**config.mk**
```make
export PLATFORM = sky130hd
export DESIGN_NAME = imem_loader
export DESIGN_NICKNAME = d
export VERILOG_FILES = /design/src/rtl/imem_loader.sv
export SDC_FILE = /design/constraint.sdc
export NUM_CORES = 1
export LEC_CHECK = 0
export CORE_MARGIN = 2
export CORE_UTILIZATION = 40
export CTS_CLUSTER_DIAMETER = 100
export DETAILED_ROUTE_END_ITERATION = 7
export GPL_ROUTABILITY_DRIVEN = 0
export GPL_TIMING_DRIVEN = 0
export SYNTH_ARGS = -nofsm -noshare
export SYNTH_HDL_FRONTEND = slang
export SYNTH_SLANG_ARGS = --single-unit
```
**constraint.sdc**
```tcl
create_clock -name CLOCK_50 -period 6.8 [get_ports CLOCK_50]
set_input_delay 1.36 -clock CLOCK_50 [delete_from_list [all_inputs] [get_ports CLOCK_50]]
set_output_delay 1.36 -clock CLOCK_50 [all_outputs]
set_load 0.05 [all_outputs]
```
**src/rtl/imem_loader.sv**
```systemverilog
// imem_loader: framed byte-stream loader that writes instruction memory and holds the core until the checksum verifies
module imem_loader #(
  parameter int ADDR_W = 12,
  parameter int DATA_W = 16,
  parameter logic [7:0] SYNC_BYTE = 8'hA5,
  parameter int MAX_WORDS = 4096
) (
  input  logic              CLOCK_50,
  input  logic              reset,
  input  logic [7:0]        rx_data,
  input  logic              rx_valid,
  output logic              rx_ready,
  output logic [ADDR_W-1:0] mem_addr,
  output logic [DATA_W-1:0] mem_wdata,
  output logic              mem_wren,
  output logic              cpu_hold,
  output logic              load_done,
  output logic              load_error,
  output logic [ADDR_W:0]   words_loaded
);
  typedef enum logic [2:0] {IDLE, CNT_H, CNT_L, DAT_H, DAT_L, WRITE, CHK, ERROR} state_t;
  localparam logic [15:0] MAX16 = 16'(MAX_WORDS);
  state_t state, nxt;
  logic [7:0] cnt_hi, dat_hi, chk;
  logic [ADDR_W:0] cnt, wl_next;
  logic [15:0] cnt_full;
  logic xfer, sync, bad_cnt;
  assign xfer = rx_valid && rx_ready;
  assign sync = xfer && rx_data == SYNC_BYTE;
  assign cnt_full = {cnt_hi, rx_data};
  assign bad_cnt = cnt_full == '0 || cnt_full > MAX16;
  assign wl_next = words_loaded + (ADDR_W+1)'(1);
  // state register
  always_ff @(posedge CLOCK_50)
    state <= reset ? IDLE : nxt;
  // next-state: one step per accepted byte, WRITE always lasts one cycle
  always_comb begin
    nxt = state;
    case (state)
      IDLE, ERROR: nxt = sync ? CNT_H : state;
      CNT_H:       nxt = xfer ? CNT_L : state;
      CNT_L:       nxt = xfer ? (bad_cnt ? ERROR : DAT_H) : state;
      DAT_H:       nxt = xfer ? DAT_L : state;
      DAT_L:       nxt = xfer ? WRITE : state;
      WRITE:       nxt = wl_next == cnt ? CHK : DAT_H;
      CHK:         nxt = xfer ? (rx_data == chk ? IDLE : ERROR) : state;
    endcase
  end
  // outputs decoded from state: the only stall is the write cycle
  always_comb begin
    rx_ready = state != WRITE;
    mem_wren = state == WRITE;
  end
  // datapath: byte assembly, checksum, word counter and sticky status
  always_ff @(posedge CLOCK_50) begin
    if (reset) begin
      cnt_hi       <= '0;
      dat_hi       <= '0;
      chk          <= '0;
      cnt          <= '0;
      mem_addr     <= '0;
      mem_wdata    <= '0;
      cpu_hold     <= 1'b0;
      load_done    <= 1'b0;
      load_error   <= 1'b0;
      words_loaded <= '0;
    end else begin
      case (state)
        IDLE, ERROR: if (sync) begin
          cpu_hold     <= 1'b1;
          load_done    <= 1'b0;
          load_error   <= 1'b0;
          words_loaded <= '0;
          chk          <= '0;
        end
        CNT_H: if (xfer) begin
          cnt_hi <= rx_data;
          chk    <= chk ^ rx_data;
        end
        CNT_L: if (xfer) begin
          cnt        <= cnt_full[ADDR_W:0];
          chk        <= chk ^ rx_data;
          load_error <= bad_cnt;
        end
        DAT_H: if (xfer) begin
          dat_hi <= rx_data;
          chk    <= chk ^ rx_data;
        end
        DAT_L: if (xfer) begin
          mem_wdata <= {dat_hi, rx_data};
          mem_addr  <= words_loaded[ADDR_W-1:0];
          chk       <= chk ^ rx_data;
        end
        WRITE: words_loaded <= wl_next;
        CHK: if (xfer) begin
          load_done  <= rx_data == chk;
          load_error <= rx_data != chk;
          cpu_hold   <= rx_data != chk;
        end
        default: ;
      endcase
    end
  end
endmodule

```
# --- Word-level counts from Yosys, hierarchy flattened ---
# Index checks and enable logic that the tools add are counted.
op_classes:
  bitwise: 1
  reduce_logical: 20
  n_mux: 23
  eq_ne: 19
  order_cmp: 1
  n_addsub: 1
op_table:
  columns: ["op", "n"]
  rows:
  - ["2-to-1 mux 3 bit", 9]
  - ["case mux 13 bit (2 select lines)", 1]
  - ["case mux 3 bit (7 select lines)", 1]
  - ["greater-than comparator 16 x 13 -> 1 bit, second input constant", 1]
  - ["logical NOT 16 bit", 1]
  - ["2-to-1 mux 8 bit", 2]
  - ["case mux 8 bit (2 select lines)", 1]
  - ["adder 13 x 1 -> 13 bit, second input constant", 1]
  - ["== test 13 bit", 1]
  - ["2-to-1 mux 13 bit", 1]
  - ["== test 3 bit, second input constant", 4]
  - ["inequality test 2 bit, second input constant", 6]
  - ["AND reduction 2 bit", 5]
  - ["== test 8 bit", 1]
  - ["== test 8 bit, second input constant", 1]
  - ["inequality test 8 bit", 1]
  - ["XOR 8 bit", 1]
  - ["== test 3 x 2 -> 1 bit, second input constant", 2]
  - ["AND reduction 3 bit", 2]
  - ["AND reduction 6 bit", 1]
  - ["nonzero test 2 bit", 3]
  - ["2-to-1 mux 1 bit", 5]
  - ["case mux 1 bit (2 select lines)", 2]
  - ["AND reduction 4 bit", 1]
  - ["other kinds (10)", 11]
word_totals:
  register_bits: 84
  out_inout_bits: 46

# --- Depth between registers and ports, before layout ---
# Gate-level depths: netlist (run 1).
logic_depth:
  word_depth: 5
  depth_mapped: 9

# --- Worst setup path after synthesis (run 1) ---
# No wires, ideal clock.
synth_timing:
  path_kind: "input port to flip-flop"
  start: "input port rx_data[1]"
  end: "register words_loaded[2]"
  t_arrival_ps: 2767
  setup_slack_ps: 3905
  setup_time_ps: 128
  path_stages: 7
  t_required_ps: 6672
  path_cell_list: "clkbuf_1 -> nor4_1 -> o2111ai_1 -> nand2_1 -> o21ai_0 -> a21oi_1 -> nor2_1"
synth_between:
  elab_chain_cells: 4
synth_lines:
  columns: ["item", "line", "source"]
  rows:
  - ["start, declared", "10", "input logic [7:0] rx_data,"]
  - ["== test 8 bit", "29", "assign sync = xfer && rx_data == SYNC_BYTE;"]
  - ["logical AND 1 bit", "29", null]
  - ["inequality test 2 bit (no line)", null, null]
  - ["AND reduction 2 bit (no line)", null, null]
  - ["end signal, assigned", "94", "WRITE: words_loaded <= wl_next;"]
  - ["end, declared", "19", "output logic [ADDR_W:0] words_loaded"]
# No other way between the ends.
# A chain may end at the register's enable or synchronous reset.

# --- Worst setup path after layout (run 1) ---
layout_timing:
  start: "register state[1]"
  end: "output port mem_wren"
layout_between:
  elab_chain_cells: 1
layout_lines:
  columns: ["item", "line", "source"]
  rows:
  - ["start, declared", "23", "state_t state, nxt;"]
  - ["start signal, assigned", "35", "state <= reset ? IDLE : nxt;"]
  - ["== test 3 bit", "52", "mem_wren = state == WRITE;"]
  - ["end, declared", "15", "output logic mem_wren,"]
# No other way between the ends.

==> flow_summary.toml, run 1 <==
[clock_tree]
numCtsBuffers = 9
postCtsSetupRepairBufs = 0
clk_pin_slew_ns = 0.09
clock_sinks = 84
clk_latency_ns = 0.37
cts_hold_buf = 0
cts_tree = "yes"
cts_resized = 0
h-tree-depth = 3
cts_buffer_depth = 2
root_buffer = "clkbuf_8"

[finish]
nets = 598
final_area_um2 = 4800
fin_cells = 724
syn_to_final_growth_pct = 20.9
drive_gt1_frac = 0.0609
insertedDiodeCount = 0

[floorplanning]
io_pins = 57
core_region_area_um2 = 9680
die_w_um = 104
start_util = 0.410
rows = 36
die_y_um = 104
die_area_um2 = 10700

[setup_path]
rrSetupSlack_ns = 4.21
critPathArrivalTime_ns = 2.94
worstSetupStartpointType = "flip-flop"
cp_top_family = "buffers and inverters"
reg2reg_depth = 7
cp_slowest_stage_delay_ns = 0.90
critPathKind = "reg2out"
r2r-end = "state[0]"
worstPathMaxFanout = 10
timing.critical_path.buf_inv = 4
crit_path_top_delay_cell = "clkdlybuf4s50_1"
path_cells = "clkbuf_1, nor2b_1, nand2_1, inv_1, clkbuf_1, clkdlybuf4s50_1"
worstSetupEndpointType = "output port"
critPathMostFrequentCell = "clkbuf_1"
cp.required_ns = 5.44
r2r-start = "words_loaded[1]"

[yosys]
synthesis.nets = 540
yosysMostFrequentCell = "nand2_1"
synth_top_cell_by_area = "dfxtp_1"
synth_edf_count = 0
synth_flop_cell = "dfxtp_1"
syn-cell-area_um2 = 3970
yosys_warnings = 0
synth.distinct_cells = 47
yosys-top-cells-area = "dfxtp_1 42%, nand2_1 15%, a21oi_1 11%"
ys_ff_latch = 84
synth_commonest_cells = "155 x nand2_1, 84 x a21oi_1, 84 x dfxtp_1, 28 x clkbuf_1, 21 x nor2_1"
synth_top_area_frac = 0.424
synthesis.instances = 528
avgSynthCellArea_um2 = 7.52
seq_area_frac_synth = 0.424
synthArstFlopShare = 0

[routing]
totalWireLength_um = 11000
drtIter0Drc = 185
antenna_left = 0
avgRoutedWirePerCell_um = 15.2
drt_pass1_iterations = 4
vias_per_cell = 5.25
vias = 3799
drc = 0

[timing]
finalClockSkew_ns = 0.0117
hold_violations = 0
setup_viol_count_final = 0
slew_violations = 0
grt_setup_unrepaired = "no"
worstMarginPinSlew_ns = 0.657
slew-limit-headroom = 0.558
min_period_over_period = 0.633
fin_crit_ns = 4.30
max_freq_ghz = 0.232
setup_tns_ns = 0

[global_routing]
grt_pass1_vias = 3624
antenna_found_initial = 0
grt_max_degree = 15
gr-total-overflow = 0
grt_pass1_wl_um = 18100
grt.total_usage = 0.208

[pwr]
p_leak_nw = 1.54
ir_drop_mv = 0.0914
pwr_density_cell_nw_per_um2 = 184

[placement]
hpwl_um = 7880
placed_cells = 708
numPortBuffers = 47
place_area_um2 = 4610

[min_path]
whs_path_depth = 2
hold_class = "reg2reg"
hold_path_end = "mem_addr[8]"
min_from = "mem_addr[8]"

[run_status]
outcome = "finished clean"

[flow_run]
maxCapViolCount = 0
==> layer usage <==
layer / track usage / up-vias / routed length, um
met5: 0 / - / 0
met4: 0.0724 / 0 / 205
met3: 0.0485 / 20 / 649
met2: 0.347 / 102 / 5220
met1: 0.265 / 1771 / 4960
li1: - / 1906 / -
==> kinds of logic after synthesis <==
kind of cell             count (synthesis)  synth area share
AND/OR/NAND/NOR                        243             0.276
AO/OA/AOI/OAI                          127             0.177
flip-flops                              84             0.424
buffers and inverters                   46            0.0602
XOR/XNOR                                26            0.0574
multiplexers                             1           0.00252
adder cells (fa/ha/maj)                  1           0.00315
==> worst min-delay path, stage by stage (launching register included) <==
cell and delay, ns:
dfxtp_1 0.31, nand2_1 0.05, a21oi_1 0.05
==> worst max path at each step <==
stage / start / endpoint / slack (ns) / cells after the start
2_1_floorplan: rx_data[1] / words_loaded[2] / 3.91 / 7
3_3_place_gp: state[1] / mem_wren / 2.92 / 6
3_5_place_dp: state[1] / mem_wren / 2.94 / 6
4_1_cts: state[1] / mem_wren / 2.52 / 6
5_1_grt: state[1] / mem_wren / 2.32 / 6
6_report: state[1] / mem_wren / 2.50 / 6
==> per-stage QoR <==
stage	hold slack, ns	power [W]	util	worst slack (ns)
final	0.455	0.000881	0.495	2.50
after global routing	0.473	0.000913	0.495	2.32
after CTS	0.458	0.000892	0.495	2.52
after detailed placement	0.445	0.000535	0.476	2.94
after global placement	0.442	0.000535	0.476	2.92
after floorplan	0.432	0.000524	-	3.91
==> area by class of cell <==
type                            instances  area, um2
Inverter                                4       15.0
Tap cell                              133        166
Clock inverter                          5       60.1
Clock buffer                           11        131
Fill cell                             984       4890
Buffer                                 42        224
Sequential cell                        84       1680
Multi-Input combinational cell        398       2050
Timing Repair Buffer                   47        470
==> registers in the layout, indices dropped and copies added (netlist names) <==
signal / count
cnt: 13
mem_addr: 12
dat_hi: 8
state: 3
chk: 8
words_loaded: 13
load_done: 1
load_error: 1
cnt_hi: 8
cpu_hold: 1
mem_wdata: 16
==> cell usage in the layout, fill, tap and decap left out, types with 6 or more instances in the layout <==
| cell | instances |
|---|---|
| clkbuf_8 | 12 |
| clkbuf_1 | 30 |
| a21oi_1 | 84 |
| o21ai_0 | 20 |
| nand3_1 | 9 |
| nand4_1 | 7 |
| nor3_1 | 7 |
| nand3b_1 | 9 |
| xor2_1 | 8 |
| dfxtp_1 | 84 |
| nor2_1 | 21 |
| or3_1 | 8 |
| xnor2_1 | 18 |
| clkdlybuf4s50_1 | 47 |
| nor4_1 | 7 |
| nand2_1 | 155 |
| and3_1 | 6 |
| a31oi_1 | 7 |
==> power by group <==
| group | switching (W) | total, W | leakage [nW] | internal [W] |
|---|---|---|---|---|
| Combinational | 0.0000239 | 0.0000310 | 0.766 | 0.00000710 |
| Sequential | 0.000000456 | 0.000492 | 0.676 | 0.000492 |
| Clock | 0.000186 | 0.000358 | 0.0939 | 0.000171 |
| Total | 0.000211 | 0.000881 | 1.54 | 0.000670 |
Power figures use the tool's default switching activity.
==> run 2, diff against run 1 <==
==> constraint.sdc (replaced) <==
create_clock -name CLOCK_50 -period 4.05 [get_ports CLOCK_50]
set_input_delay 0.81 -clock CLOCK_50 [delete_from_list [all_inputs] [get_ports CLOCK_50]]
set_output_delay 0.81 -clock CLOCK_50 [all_outputs]
set_load 0.05 [all_outputs]
==> results of run 2 <==
Same layout as run 1 (identical final DEF). Status: finished clean.
Among the figures that moved: setup slack after placement 2.94 ns -> 0.736 ns; setup slack after layout 2.50 ns -> 0.296 ns; register-to-register setup slack 4.21 ns -> 1.46 ns; total power 0.000881 W -> 0.00148 W; worst IR drop on VDD 0.0914 mV -> 0.153 mV
==> run 3, diff against run 2 <==
--- a/config.mk
+++ b/config.mk
@@ -6,11 +6,12 @@
 export NUM_CORES = 1
 export LEC_CHECK = 0
 export CORE_MARGIN = 2
-export CORE_UTILIZATION = 40
+export CORE_UTILIZATION = 54
 export CTS_CLUSTER_DIAMETER = 100
 export DETAILED_ROUTE_END_ITERATION = 7
 export GPL_ROUTABILITY_DRIVEN = 0
 export GPL_TIMING_DRIVEN = 0
+export PLACE_DENSITY = 0.79
 export SYNTH_ARGS = -nofsm -noshare
 export SYNTH_HDL_FRONTEND = slang
 export SYNTH_SLANG_ARGS = --single-unit
==> run 3 against run 2 <==
Net effect: worst setup slack better by 0.048 ns; highest routed layer unchanged; sequential share of layout area rose by 0.34 points; critical endpoint unchanged; combinational power down 2%; register-to-register slack lost 0.05 ns; worst hold slack improved by 0.0058 ns; total power shrank 1.5%; clock skew shrank 0.0036 ns; sequential power hardly changed; sequential cell count unchanged; largest power group unchanged; first-iteration DRC count grew 87%.
==> flow_summary.toml, run 3 (same netlist as run 1, synthesis figures left out) <==
[setup_path]
critPathKind = "reg2out"
startpoint = "state[1]"
worstSetupStartpointType = "flip-flop"
r2r-start = "words_loaded[1]"
rrSetupSlack_ns = 1.41
critPathArrivalTime_ns = 2.90
cp.required_ns = 3.24
worstSetupEndpointType = "output port"
reg2reg_depth = 7
r2r-end = "state[0]"
worstPathMaxFanout = 10

[finish]
seq_area_um2 = 1680
insertedDiodeCount = 0
largestRegisters = "mem_wdata: 16 flops, cnt: 13 flops, words_loaded: 13 flops"
layout_commonest_cell = "nand2_1"
largest_reg_flops = 16
nFillCells = 646
nets = 598
final_cell_mix = "155 x nand2_1, 84 x a21oi_1, 84 x dfxtp_1"
multi_input_area_um2 = 2050
regMostFlops = "mem_wdata"
drive_gt1_frac = 0.0643
syn_to_final_growth_pct = 19.7
post-route-util = 0.662

[floorplanning]
start_util = 0.553
die_area_um2 = 8050
core_region_area_um2 = 7180
rows = 31
die_y_um = 89.7
io_pins = 57
die_w_um = 89.7

[global_routing]
grt_max_degree = 18
gr-total-overflow = 0
antenna_found_initial = 0
grt_pass1_wl_um = 17300
grt_pass1_vias = 3704
grt.total_usage = 0.264

[min_path]
min_from = "mem_addr[2]"
hold_path_end = "mem_addr[2]"
whs_path_depth = 2
hold_class = "reg2reg"

[clock_tree]
clk_latency_ns = 0.36
cts_resized = 0
cts_buffer_depth = 2
cts_tree = "yes"
cts_hold_buf = 0
clk_pin_slew_ns = 0.10
root_buffer = "clkbuf_8"
clock_sinks = 84
h-tree-depth = 3
postCtsSetupRepairBufs = 0
numCtsBuffers = 9

[pwr]
pwr_density_cell_nw_per_um2 = 307
p_leak_nw = 1.53
ir_drop_mv = 0.211
power_w = 0.00146

[timing]
grt_setup_unrepaired = "no"
hold_violations = 0
max_freq_ghz = 0.270
slew-limit-headroom = 0.551
slew_violations = 0
worstMarginPinSlew_ns = 0.673
finalClockSkew_ns = 0.00814
setup_viol_count_final = 0
min_period_over_period = 0.915
fin_crit_ns = 3.71
setup_tns_ns = 0
setup_ws_ns = 0.344
hold_ws_ns = 0.461

[routing]
antenna_left = 0
vias_per_cell = 5.71
drtIter0Drc = 346
totalWireLength_um = 10600
vias = 3941
drc = 0
avgRoutedWirePerCell_um = 15.4
drt_pass1_iterations = 6

[placement]
hpwl_um = 7530
numPortBuffers = 47
place_ws_ns = 0.787

[flow_run]
maxCapViolCount = 0

[run_status]
outcome = "finished clean"
==> run 3: cell count changes in the layout (fill, tap and decap cells not counted) <==
cell | previous run | this run
clkinv_4 | 1 | 0
clkinvlp_4 | 1 | 2
clkinv_2 | 1 | 0
inv_8 | 0 | 2
clkbuf_1 | 30 | 28
bufinv_16 | 1 | 0
inv_6 | 1 | 3
==> run 3: worst max path at each step <==
stage / endpoint / slack [ns] / cells past startpoint
final: mem_wren / 0.34 / 6
after global placement: mem_wren / 0.77 / 6
after floorplan: state[0] / 1.44 / 7
after detailed placement: mem_wren / 0.79 / 6
after CTS: mem_wren / 0.39 / 6
after global routing: mem_wren / 0.20 / 6
==> run 3: area by class of cell <==
class                   count  area share
plain buffers              42      0.0471
clock buffers               9      0.0261
clock inverters             7      0.0134
inverters                   4     0.00316
multi-input cells         398       0.431
flip-flops and latches     84       0.354
well taps                  99      0.0261
repair buffers             47      0.0990
==> run 3: critical path, cell delays in order, from the launching register on <==
cell	delay [ns]
dfxtp_1	0.31
clkbuf_1	0.19
nor2b_1	0.28
nand2_1	0.23
inv_1	0.22
clkbuf_1	0.40
clkdlybuf4s50_1	0.90
==> run 3: per-layer routing <==
| metal | share of wire | track usage | up-vias |
|---|---|---|---|
| met1 | 0.42 | 0.309 | 1811 |
| met3 | 0.070 | 0.0562 | 37 |
| met2 | 0.48 | 0.456 | 183 |
| met4 | 0.032 | 0.136 | 0 |
| met5 | 0 | 0 | - |
| li1 | - | - | 1910 |
==> run 3: where the power goes <==
group	internal [W]	switching, W	total, W
sequential	0.000826	0.000000782	0.000827
clock	0.000238	0.000341	0.000579
combinational	0.0000119	0.0000392	0.0000511
==> run 3: stage by stage <==
| stage | instance area (um2) | std cells |
|---|---|---|
| global placement | 4560 | 674 |
| global route | 4750 | 690 |
| floorplan | 3970 | 528 |
| detailed placement | 4560 | 674 |
| finish | 4750 | 690 |
| CTS | 4750 | 690 |
